==> src/rtl/fetch_queue_stage_if.sv <==
// Bundle for the fetch stage: redirect input, instruction-memory request and
// response channels, and the decode-side delivery channel.
// The master modport is the fetch stage itself; slave is its environment.
//
// Handshake rule for both valid/ready channels: a transfer happens on a rising
// edge where valid && ready. Once valid rises, the payload holds steady until
// that transfer, unless a redirect withdraws it. The response channel has no
// ready signal: each response is consumed in the cycle it is presented.
interface fetch_queue_stage_if #(
  parameter int XLEN  = 32,
  parameter int DEPTH = 4
);
  localparam int OccW = $clog2(DEPTH + 1);

  logic            redirect_valid;
  logic [XLEN-1:0] redirect_pc;
  logic            imem_req_valid;
  logic            imem_req_ready;
  logic [XLEN-1:0] imem_req_addr;
  logic            imem_rsp_valid;
  logic [XLEN-1:0] imem_rsp_data;
  logic            d_valid;
  logic            d_ready;
  logic [XLEN-1:0] d_instr;
  logic [XLEN-1:0] d_pc;
  logic [XLEN-1:0] d_pc_plus4;
  logic [OccW-1:0] occupancy;

  modport master (
    input  redirect_valid, redirect_pc, imem_req_ready, imem_rsp_valid,
           imem_rsp_data, d_ready,
    output imem_req_valid, imem_req_addr, d_valid, d_instr, d_pc, d_pc_plus4,
           occupancy
  );

  modport slave (
    output redirect_valid, redirect_pc, imem_req_ready, imem_rsp_valid,
           imem_rsp_data, d_ready,
    input  imem_req_valid, imem_req_addr, d_valid, d_instr, d_pc, d_pc_plus4,
           occupancy
  );
endinterface

==> src/rtl/fetch_queue_stage.sv <==
// Instruction-fetch stage with a decoupled fetch queue.
// Owns the PC, issues in-order requests to a variable-latency instruction
// memory, and holds up to DEPTH allocated entries (requested or fetched) that
// are handed to decode in program order. A redirect flushes the queue; memory
// responses still in flight at that moment are counted as stale and dropped.
// Optional macro FETCH_QUEUE_BYPASS_EN: a response for the head entry of a
// queue holding no fetched instruction is presented to decode in the same cycle.
module fetch_queue_stage #(
  parameter int              XLEN     = 32,
  parameter int              DEPTH    = 4,
  parameter logic [XLEN-1:0] RESET_PC = '0,
  parameter int              PC_STEP  = 4
) (
  input logic                 clk,
  input logic                 rst,
  fetch_queue_stage_if.master bus
);
  localparam int              PtrW = $clog2(DEPTH);
  localparam int              OccW = $clog2(DEPTH + 1);
  localparam logic [XLEN-1:0] Step = XLEN'(PC_STEP);

  logic [XLEN-1:0] pc;
  logic [XLEN-1:0] pcArr    [DEPTH];
  logic [XLEN-1:0] instrArr [DEPTH];
  logic [DEPTH-1:0] filledArr;
  logic [PtrW-1:0] allocPtr, fillPtr, headPtr;
  logic [OccW-1:0] occ;    // allocated entries
  logic [OccW-1:0] pend;   // allocated entries still waiting for their response
  logic [OccW-1:0] stale;  // in-flight responses that belong to flushed entries

  logic [OccW:0] credit;
  logic reqValid, reqFire;
  logic rspStale, rspFill, rspCounted;
  logic headFilled, bypassHit, bypassPop;
  logic dValid, dFire;

  // Request credit counts both live entries and responses still owed to flushed ones.
  assign credit     = {1'b0, occ} + {1'b0, stale};
  assign reqValid   = rst && !bus.redirect_valid && (credit < (OccW + 1)'(DEPTH));
  assign reqFire    = reqValid && bus.imem_req_ready;

  assign rspStale   = bus.imem_rsp_valid && (stale != '0);
  assign rspFill    = bus.imem_rsp_valid && (stale == '0) && (pend != '0);
  // A response with nothing outstanding at all is ignored.
  assign rspCounted = bus.imem_rsp_valid && ((stale != '0) || (pend != '0));

  assign headFilled = (occ != '0) && filledArr[headPtr];
`ifdef FETCH_QUEUE_BYPASS_EN
  // occ == pend means no entry is fetched yet, so the fill slot is the head slot.
  assign bypassHit  = rspFill && (occ == pend);
`else
  assign bypassHit  = 1'b0;
`endif
  assign dValid     = rst && !bus.redirect_valid && (headFilled || bypassHit);
  assign dFire      = dValid && bus.d_ready;
  assign bypassPop  = bypassHit && dFire;

  assign bus.imem_req_valid = reqValid;
  assign bus.imem_req_addr  = pc;
  assign bus.d_valid        = dValid;
  assign bus.d_instr        = !dValid ? '0 : (bypassHit ? bus.imem_rsp_data : instrArr[headPtr]);
  assign bus.d_pc           = dValid ? pcArr[headPtr] : '0;
  assign bus.d_pc_plus4     = dValid ? pcArr[headPtr] + Step : '0;
  assign bus.occupancy      = occ;

  // PC, queue storage, pointers and counters; redirect overrides all other activity.
  always_ff @(posedge clk or negedge rst) begin
    if (!rst) begin
      pc        <= RESET_PC;
      filledArr <= '0;
      allocPtr  <= '0;
      fillPtr   <= '0;
      headPtr   <= '0;
      occ       <= '0;
      pend      <= '0;
      stale     <= '0;
      for (int i = 0; i < DEPTH; i++) begin
        pcArr[i]    <= '0;
        instrArr[i] <= '0;
      end
    end else if (bus.redirect_valid) begin
      pc        <= bus.redirect_pc;
      filledArr <= '0;
      allocPtr  <= '0;
      fillPtr   <= '0;
      headPtr   <= '0;
      occ       <= '0;
      pend      <= '0;
      // Every unfilled entry still owes a response; a same-cycle response pays one off.
      stale     <= stale + pend - OccW'(rspCounted);
    end else begin
      if (rspStale) begin
        stale <= stale - OccW'(1);
      end
      if (rspFill) begin
        if (!bypassPop) begin
          instrArr[fillPtr]  <= bus.imem_rsp_data;
          filledArr[fillPtr] <= 1'b1;
        end
        fillPtr <= fillPtr + PtrW'(1);
      end
      // The alloc slot is always free here, so it never collides with the fill slot.
      if (reqFire) begin
        pcArr[allocPtr]     <= pc;
        filledArr[allocPtr] <= 1'b0;
        allocPtr            <= allocPtr + PtrW'(1);
        pc                  <= pc + Step;
      end
      if (dFire) begin
        headPtr <= headPtr + PtrW'(1);
      end
      occ  <= occ + OccW'(reqFire) - OccW'(dFire);
      pend <= pend + OccW'(reqFire) - OccW'(rspFill);
    end
  end
endmodule

==> src/flat_wrapper.sv <==
// flat-port wrapper written by rule: the top's interface ports become plain ports
module fetch_queue_stage_flat 
#(
  parameter int              XLEN     = 32,
  parameter int              DEPTH    = 4,
  parameter logic [XLEN-1:0] RESET_PC = '0,
  parameter int              PC_STEP  = 4
)
  (clk, rst, bus_redirect_valid, bus_redirect_pc, bus_imem_req_ready, bus_imem_rsp_valid, bus_imem_rsp_data, bus_d_ready, bus_imem_req_valid, bus_imem_req_addr, bus_d_valid, bus_d_instr, bus_d_pc, bus_d_pc_plus4, bus_occupancy);
  fetch_queue_stage_if #(.XLEN(XLEN), .DEPTH(DEPTH)) bus_i ();
  input logic clk;
  input logic rst;
  input wire logic [$bits(bus_i.redirect_valid)-1:0] bus_redirect_valid;
  input wire logic [$bits(bus_i.redirect_pc)-1:0] bus_redirect_pc;
  input wire logic [$bits(bus_i.imem_req_ready)-1:0] bus_imem_req_ready;
  input wire logic [$bits(bus_i.imem_rsp_valid)-1:0] bus_imem_rsp_valid;
  input wire logic [$bits(bus_i.imem_rsp_data)-1:0] bus_imem_rsp_data;
  input wire logic [$bits(bus_i.d_ready)-1:0] bus_d_ready;
  output wire logic [$bits(bus_i.imem_req_valid)-1:0] bus_imem_req_valid;
  output wire logic [$bits(bus_i.imem_req_addr)-1:0] bus_imem_req_addr;
  output wire logic [$bits(bus_i.d_valid)-1:0] bus_d_valid;
  output wire logic [$bits(bus_i.d_instr)-1:0] bus_d_instr;
  output wire logic [$bits(bus_i.d_pc)-1:0] bus_d_pc;
  output wire logic [$bits(bus_i.d_pc_plus4)-1:0] bus_d_pc_plus4;
  output wire logic [$bits(bus_i.occupancy)-1:0] bus_occupancy;
  assign bus_i.redirect_valid = bus_redirect_valid;
  assign bus_i.redirect_pc = bus_redirect_pc;
  assign bus_i.imem_req_ready = bus_imem_req_ready;
  assign bus_i.imem_rsp_valid = bus_imem_rsp_valid;
  assign bus_i.imem_rsp_data = bus_imem_rsp_data;
  assign bus_i.d_ready = bus_d_ready;
  assign bus_imem_req_valid = bus_i.imem_req_valid;
  assign bus_imem_req_addr = bus_i.imem_req_addr;
  assign bus_d_valid = bus_i.d_valid;
  assign bus_d_instr = bus_i.d_instr;
  assign bus_d_pc = bus_i.d_pc;
  assign bus_d_pc_plus4 = bus_i.d_pc_plus4;
  assign bus_occupancy = bus_i.occupancy;
  fetch_queue_stage #(.XLEN(XLEN), .DEPTH(DEPTH), .RESET_PC(RESET_PC), .PC_STEP(PC_STEP)) u_core (.clk(clk), .rst(rst), .bus(bus_i));
endmodule
==> config.mk <==
export PLATFORM = sky130hd
export DESIGN_NAME = fetch_queue_stage_flat
export DESIGN_NICKNAME = d
export VERILOG_FILES = /design/src/rtl/fetch_queue_stage_if.sv /design/src/rtl/fetch_queue_stage.sv /design/src/flat_wrapper.sv
export SDC_FILE = /design/constraint.sdc
export NUM_CORES = 1
export LEC_CHECK = 0
export BUFFER_PORTS_ARGS = -buffer_cell sky130_fd_sc_hd__buf_4
export CORE_AREA = 2 2 230 232
export DETAILED_ROUTE_END_ITERATION = 8
export DIE_AREA = 0 0 232 234
export HOLD_SLACK_MARGIN = 0.02
export SETUP_SLACK_MARGIN = 0.05
export SYNTH_ARGS = -nofsm -noshare
export SYNTH_HDL_FRONTEND = slang
export SYNTH_SLANG_ARGS = --single-unit
==> constraint.sdc <==
create_clock -name clk -period 6.1 [get_ports clk]
set_input_delay 1.525 -clock clk [delete_from_list [all_inputs] [get_ports clk]]
set_output_delay 1.525 -clock clk [all_outputs]
set_load 0.005 [all_outputs]
* Yosys cells after proc, flatten, opt, wreduce, memory -nomap -nowiden
Index checks and enable logic that the tools add are counted.
** Operators by class
- Order comparisons :: 11
- Reduce and logical (&&, ||, !) cells :: 26
- Equal/unequal tests :: 0
- Div/mod/pow operators :: 0
- Shifts and indexed selects :: 0
- Multipliers :: 0
- $add $sub $neg :: 13
- Bitwise gates (word level) :: 7
- Multiplexer cells :: 37
** Operator list (number)
- 2-to-1 mux 32 bit :: 11
- bitwise mux 128 bit :: 2
- binary-select mux 32 bit (select 2 bit) :: 2
- demux 32 bit (select 2 bit) :: 2
- adder 32 x 3 -> 32 bit (second input constant) :: 2
- 2-to-1 mux 4 bit :: 4
- logical AND 1 bit :: 14
- 2-to-1 mux 2 bit :: 6
- 2-to-1 mux 3 bit :: 4
- >= comparator 3 bit (second input constant) :: 3
- < comparator 2 x 3 -> 1 bit (second input constant) :: 3
- inverter 2 -> 3 bit :: 3
- nonzero test 3 bit :: 3
- subtractor 3 x 1 -> 3 bit :: 3
- nonzero test 2 bit :: 4
- adder 2 x 1 -> 2 bit (second input constant) :: 3
- adder 3 x 1 -> 3 bit :: 2
- < comparator 3 x 1 -> 1 bit (second input constant) :: 2
- adder 3 x 3 -> 4 bit :: 1
- bitwise AND 4 bit :: 1
- demux 1 bit (select 2 bit) :: 2
- >= comparator 2 x 1 -> 1 bit (second input constant) :: 2
- < comparator 4 x 3 -> 1 bit (second input constant) :: 1
- inverter 4 bit :: 1
- other kinds (10) :: 13
** Storage, ports and cells
- Bits in read-only memories :: 0
- Latch bits :: 0
- Memory bits (writable) :: 0
- Memories kept :: 0
- Output and inout bits :: 133
- Logic and storage cells :: 110
- Register bits :: 307
- Bits of input ports :: 70

* Longest topological paths before layout
Gate-level depths: netlist of the first run.
- Depth in word-level cells :: 10
- Mapped depth :: 14
- Depth with buffers taken out :: 13

* Least setup slack after synthesis of the first run
No wires, ideal clock.
- Kind :: input to output
- From :: input bus_redirect_valid
- To :: output bus_d_pc_plus4[1]
- Buffers on the path :: 4
- Arrival :: 3.006 ns
- Path slack :: 1.569 ns
- Cell stages on the path :: 8
- Required time :: 4.575 ns
- Cells stage by stage :: clkbuf_1 > nor2b_1 > o311ai_1 > inv_2 > clkbuf_1 > clkbuf_1 > and2_1 > buf_4
** Between the ends
- Cells in the longest elaborated chain, start to end :: 4
** RTL lines
- start, declared :: RTL line flat_wrapper.sv:13 : input wire logic [$bits(bus_i.redirect_valid)-1:0] bus_redirect_valid;
- logical NOT 1 bit :: RTL line fetch_queue_stage.sv:54 : assign dValid = rst && !bus.redirect_valid && (headFilled || bypassHit);
- logical AND 1 bit (2 in series) :: RTL line fetch_queue_stage.sv:54
- 2-to-1 mux 32 bit :: RTL line fetch_queue_stage.sv:63 : assign bus.d_pc_plus4 = dValid ? pcArr[headPtr] + Step : '0;
- end, declared :: RTL line flat_wrapper.sv:24 : output wire logic [$bits(bus_i.d_pc_plus4)-1:0] bus_d_pc_plus4;
No other way between the ends.

* Final worst setup path of the first run
- From :: register u_core.headPtr[0]
- To :: output bus_d_pc_plus4[28]
** Between the ends
- Cells in the longest elaborated chain, start to end :: 6
- Elaborated cells on any way between the ends :: 10
- Classes of those cells :: add/sub (1); mux (6); bitwise (1); reduce/logical (2)
** RTL lines
- start, declared :: RTL line fetch_queue_stage.sv:26 : logic [PtrW-1:0] allocPtr, fillPtr, headPtr;
- start signal, assigned :: RTL line fetch_queue_stage.sv:110 : headPtr <= headPtr + PtrW'(1);
- inverter 2 -> 3 bit (not written as such) :: RTL line fetch_queue_stage.sv:63
- binary-select mux 32 bit (select 2 bit) :: RTL line fetch_queue_stage.sv:63
- 2-to-1 mux 32 bit (not written as such) (2 in series) :: RTL line fetch_queue_stage.sv:63
- adder 32 x 3 -> 32 bit :: RTL line fetch_queue_stage.sv:63
- 2-to-1 mux 32 bit (*) :: RTL line fetch_queue_stage.sv:63
Mark *: on every way between the ends. The rest lies on a longest branch, timed or not. The select of a mux whose other input is x is not followed.

==> impl_metrics.tcl, run 1 <==
set metrics [dict create \
    status "finished, final reports clean" \
    regArea_um2 7690 \
    start_util_pct 29.5 \
    p_sw_mw 1.74 \
    path_max_fanout 32 \
    antenna_found_initial 2 \
    ys.flop_type "dfrtp_1" \
    drive_gt1_share_pct 42.5 \
    synth_common_cells "dfrtp_1, mux2_2, nand2_1" \
    place.gp.congestion 0.797 \
    fin_setup_tns_ps 0 \
    core_um2 52000 \
    yosysUniqueCellTypes 55 \
    leakagePower_nw 8.67 \
    wl_per_cell_um 19.5 \
    dieArea_um2 54300 \
    track_usage_pct 15.0 \
    max_cap_violations 0 \
    finalNetCount 1472 \
    ir_drop_uv 225 \
    cp_data_required_time_ps 4580 \
    htree_num_levels 2 \
    drt_wl_total_mm 40.8 \
    rsz0062_at_grt "no" \
    startpoint "u_core.headPtr[0]$_DFFE_PN0P_" \
    cts_setup_buffers 0 \
    cts-root-buf "clkbuf_16" \
    syn_nets 1299 \
    p_per_area_nw_per_um2 329 \
    yosys_warnings 0 \
    cts_max_path_buffers 3 \
    critPathSlowestCell "dfrtp_4" \
    hp-start "u_core.pcArr[26]$_DFFE_PN0P_" \
    drt_iter0_markers 648 \
    drcViolationCount 0 \
    hp-class "reg2reg" \
    seqPwrFrac_pct 42.4 \
    area_growth_pct 22.6 \
    multiInputGateArea_um2 7160 \
    cp-end-kind "primary output" \
    grt_max_degree 192 \
    p_clk_share_pct 37.3 \
    synthCells 1205 \
    max_freq_ghz 0.187 \
    ios 203 \
    comb_power_share_pct 20.3 \
    cts_resized 0 \
    async_flop_share_pct 100 \
    p_int_mw 4.45 \
    cpPeakStageDelay_ps 860 \
    rows 84 \
    drt_pass1_iterations 5 \
    gr-total-overflow 0 \
    avgSynthCellArea_um2 12.7 \
    whs_ps 479 \
    cp_cell_sequence "mux4_1 > nand3_1 > or4_4 > or4b_1 > a21oi_1 > buf_4" \
    critPathKind "reg2out" \
    slew_headroom_pct 24.0 \
    max_slew.worst_pin.slew_ps 1140 \
    synth_top_cell_by_area "dfrtp_1" \
    cts_tree "built" \
    syn_area_um2 15300 \
    synthTopCellsByArea "dfrtp_1, mux2_2, mux4_2, and2_1, nand2_1" \
    hold_buffers 0 \
    synth_enable_flop_cells 0 \
    timing.final.hold_violations 0 \
    drv_slew 0 \
    fill_cells 5091 \
    io_buffer_count 202 \
    crit_arrival_ps 3820 \
    synth.most_common_cell "dfrtp_1" \
    dieHeight_um 234 \
    setup_violations 0 \
    cts_buffers 38 \
    dpl.hpwl_mm 26.9 \
    seq_area_frac_synth_pct 50.1 \
    switching_share_pct 28.1 \
    vias_per_cell 4.98 \
    ant_nets 0 \
    grt_first_pass_wirelength_mm 63.3 \
    fin_crit_ps 5350 \
    fp.dieW_um 232 \
    cts_sinks 307 \
    clk_pin_slew_ps 60 \
    period_share_pct 87.6 \
    r2r_start "u_core.headPtr[1]$_DFFE_PN0P_" \
    clk-insertion-delay-late_ps 550 \
    via_count 10400 \
    ys_seq_elements 307 \
    grt_pass1_vias 10800 \
    synth_top_area_share_pct 50.1 \
    start_kind "flop" \
    skew_ps 18.3 \
]
-- flip-flops by register name (all words and copies together) (netlist names) --
name / flops
u_core.allocPtr: 2
u_core.bus.imem_req_addr: 32
u_core.bus.occupancy: 3
u_core.fillPtr: 2
u_core.filledArr: 4
u_core.headPtr: 2
u_core.instrArr: 128
u_core.pcArr: 128
u_core.pend: 3
u_core.stale: 3
-- final timing paths --
path                                                          end  slack, ps  cells past startpoint
worst max-delay path                           bus_d_pc_plus4[28]        750                      6
max in group asynchronous            u_core.pcArr[31]$_DFFE_PN0P_       3810                      2
worst max register to register  u_core.bus.occupancy[2]$_DFF_PN0_       2280                     12
min in group asynchronous         u_core.instrArr[56]$_DFFE_PN0P_        870                      1
worst min-delay path                 u_core.pcArr[26]$_DFFE_PN0P_        480                      2
worst min register to register       u_core.pcArr[26]$_DFFE_PN0P_        480                      2
-- final cells by class --
cell class | count | area share [%]
Sequential cell | 307 | 40.9
Multi-Input combinational cell | 780 | 38.1
Timing Repair Buffer | 220 | 8.90
Clock buffer | 53 | 6.17
Tap cell | 688 | 4.58
Clock inverter | 11 | 0.726
Inverter | 31 | 0.619
Antenna cell | 1 | 0.0133
-- layout by cell type (no fill, tap or decap), types with 29 or more instances in the layout --
| master | instances |
|---|---|
| and2_1 | 67 |
| buf_4 | 218 |
| clkbuf_16 | 39 |
| dfrtp_1 | 305 |
| inv_1 | 29 |
| mux2_2 | 245 |
| mux4_2 | 57 |
| nand2_1 | 80 |
| nor2_1 | 46 |
| o21ai_0 | 47 |
-- worst max-delay path: cells and delay by family, from the launching register on --
kind | cells | cell delay, ps
DFF | 1 | 860
AOI/OAI and AO/OA | 1 | 180
buffers and inverters | 1 | 130
and+or+nand+nor | 3 | 1560
muxes | 1 | 510
-- kinds of logic (layout without fill, tap and decap cells) --
logic type	count (synthesis)	after routing	synth area share [%]
muxes	313	313	27.9
DFF	307	307	50.1
and+or+nand+nor	301	301	10.3
buffers and inverters	118	315	3.29
AOI/OAI and AO/OA	112	112	4.52
xor gates and xnor gates	30	30	1.71
adders and majority gates	24	24	2.11
other	0	1	0
-- through the flow --
stage	cells	util, %	setup slack, ps	power (mW)	cell area, um2
2_1_floorplan	1205	-	1570	3.45	15300
3_3_place_gp	2026	33.6	975	3.86	17500
3_5_place_dp	2026	33.6	890	3.91	17500
4_1_cts	2090	36.1	681	6.26	18800
5_1_grt	2090	36.1	545	6.51	18800
6_report	2091	36.1	755	6.19	18800
-- power by group through the flow --
| stage | Clock, mW | Sequential, mW | Combinational (mW) |
|---|---|---|---|
| finish | 2.31 | 2.62 | 1.26 |
| global route | 2.46 | 2.67 | 1.38 |
| CTS | 2.38 | 2.62 | 1.26 |
| detailed placement | 0 | 2.66 | 1.26 |
| global placement | 0 | 2.63 | 1.23 |
| floorplan | 0 | 2.56 | 0.887 |
-- per-layer routing --
metal / up-vias / share of wire [%] / global-route usage, %
met5: - / 0.069 / 0
li1: 4706 / - / -
met4: 4 / 1.9 / 3.49
met2: 291 / 48 / 25.3
met1: 5345 / 43 / 19.4
met3: 61 / 6.6 / 3.72
No activity file was read; power rests on OpenSTA's default activity.
==> run 2, diff against run 1 <==
Settings changed: CELL_PAD_IN_SITES_DETAIL_PLACEMENT from default to 0, CELL_PAD_IN_SITES_GLOBAL_PLACEMENT from default to 1, PLACE_DENSITY_LB_ADDON from default to 0.1.
==> run 2 against run 1 <==
Effect of this change:
- register-to-register slack worse by 250 ps
- critical endpoint is now bus_d_pc_plus4[31]
- core utilization barely moved
- via count fell by 1.6%
- clock power fell by 4%
- die area unchanged
- sequential share of layout area hardly changed
- final cell count grew 0.43%
- combinational power about the same
- hold slack worse by 4.9 ps
- critical path depth is the same
- clock skew is 1.9 ps lower
==> impl_metrics.tcl, run 2 (synthesis gave the netlist of run 1 again) <==
set metrics [dict create \
    status "finished, final reports clean" \
    n_antenna_cell 0 \
    dpl.hpwl_mm 29.5 \
    final_cell_mix "dfrtp_1, mux2_2, buf_4" \
    dp.cells 2030 \
    met2_wirelength_mm 20.7 \
    clk-insertion-delay-late_ps 550 \
    layout.cells.non_filler 2100 \
    switching_share_pct 28.5 \
    io_buffer_count 202 \
    whs_ps 474 \
    power_mw 6.10 \
    grt_pass1_vias 10700 \
    drive_gt1_share_pct 42.1 \
    drt_wl_total_mm 44.1 \
    cts_sinks 307 \
    max_cap_violations 0 \
    cp_data_required_time_ps 4580 \
    area_growth_pct 22.5 \
    ant_nets 0 \
    start_util_pct 29.5 \
    cts_tree "built" \
    ir_drop_uv 165 \
    comb_power_share_pct 20.8 \
    hold_buffers 0 \
    cts_max_path_buffers 3 \
    multiInputGateArea_um2 7160 \
    start_kind "flop" \
    fin_crit_ps 5380 \
    crit_arrival_ps 3860 \
    critPathBufInv 1 \
    routed.top_layer "met5" \
    p_sw_mw 1.74 \
    vias_per_cell 4.88 \
    ios 203 \
    rows 84 \
    p_int_mw 4.36 \
    grt_max_degree 133 \
    cp_cell_sequence "mux4_1 > nand4_1 > or2_1 > nor4_1 > mux2_2 > buf_4" \
    leakagePower_nw 8.67 \
    fp.dieW_um 232 \
    cpPeakStageDelay_ps 860 \
    max_freq_ghz 0.186 \
    p_clk_share_pct 36.2 \
    via_count 10200 \
    critPathKind "reg2out" \
    core_um2 52000 \
    drt_pass1_iterations 4 \
    wl_met3_mm 2.14 \
    setup_violations 0 \
    hp-class "reg2reg" \
    wl_per_cell_um 21.0 \
    grt_first_pass_wirelength_mm 68.1 \
    place.gp.congestion 0.760 \
    post-place-ws_ps 1200 \
    path_max_fanout 29 \
    timing.final.hold_violations 0 \
    slew_headroom_pct 31.5 \
    max_slew.worst_pin.slew_ps 1020 \
    seqPwrFrac_pct 43.0 \
    antenna_found_initial 2 \
    final_common_cell "dfrtp_1" \
    layout_setup_ws_ps 717 \
    p_per_area_nw_per_um2 325 \
    cp-end-kind "primary output" \
    finalNetCount 1476 \
    drv_slew 0 \
    gr-total-overflow 0 \
    drcViolationCount 0 \
    fin_setup_tns_ps 0 \
    htree_num_levels 2 \
    critPathSlowestCell "dfrtp_4" \
    critical-path-top-delay-family "simple AND/OR/NAND/NOR gates" \
    fill_cells 5163 \
    cts_resized 0 \
    rsz0062_at_grt "no" \
    dieArea_um2 54300 \
    cts_buffers 38 \
    skew_ps 16.4 \
    period_share_pct 88.2 \
    regArea_um2 7690 \
    track_usage_pct 16.5 \
    drt_iter0_markers 561 \
    dieHeight_um 234 \
    cts_setup_buffers 0 \
    cts-root-buf "clkbuf_16" \
    met1Wirelength_mm 20.4 \
    clk_pin_slew_ps 60 \
]
## run 2: cell type report
cell class	count	share of cell area (%)
well taps	688	4.58
multi-input cells	780	38.1
inverters	31	0.620
clock buffers	60	6.04
repair buffers	224	9.19
flip-flops and latches	307	40.9
clock inverters	10	0.513
## run 2: final timing paths
kind / depth (start not counted) / slack [ps] / from / end
min: 2 / 470 / u_core.pcArr[18]$_DFFE_PN0P_ / u_core.pcArr[18]$_DFFE_PN0P_
max reg2reg: 12 / 2030 / u_core.headPtr[0]$_DFFE_PN0P_ / u_core.bus.occupancy[2]$_DFF_PN0_
max: 6 / 720 / u_core.headPtr[0]$_DFFE_PN0P_ / bus_d_pc_plus4[31]
max in group asynchronous: 4 / 2910 / rst / u_core.instrArr[51]$_DFFE_PN0P_
min in group asynchronous: 2 / 1120 / rst / u_core.instrArr[70]$_DFFE_PN0P_
min reg2reg: 2 / 470 / u_core.pcArr[18]$_DFFE_PN0P_ / u_core.pcArr[18]$_DFFE_PN0P_
## run 2: power by group through the flow
stage | clock, mW | combinational (mW) | sequential [mW]
2_1_floorplan | 0 | 0.887 | 2.56
3_3_place_gp | 0 | 1.28 | 2.65
3_5_place_dp | 0 | 1.29 | 2.66
4_1_cts | 2.30 | 1.30 | 2.63
5_1_grt | 2.38 | 1.41 | 2.68
6_report | 2.21 | 1.27 | 2.62
## run 2: stage by stage
stage	util (%)	instance area (um2)
2_1_floorplan	-	15300
3_5_place_dp	33.7	17500
3_3_place_gp	33.7	17500
5_1_grt	36.1	18800
6_report	36.1	18800
4_1_cts	36.1	18800
## run 2: worst register-to-register path: stages, from the launching register on
cell and delay, ps:
dfrtp_4 860, buf_4 510, mux4_2 600, o311ai_4 110, inv_2 390, and2_1 350, ha_1 270, inv_1 50
ha_1 130, inv_1 50, fa_1 380, xnor2_1 160, nor2_1 50
## run 2: layer usage
metal  global-route usage (%)  up-vias
met5                        0        -
met4                     4.83        4
met3                     3.11       53
met2                     26.7      215
met1                     22.5     5252
li1                         -     4714
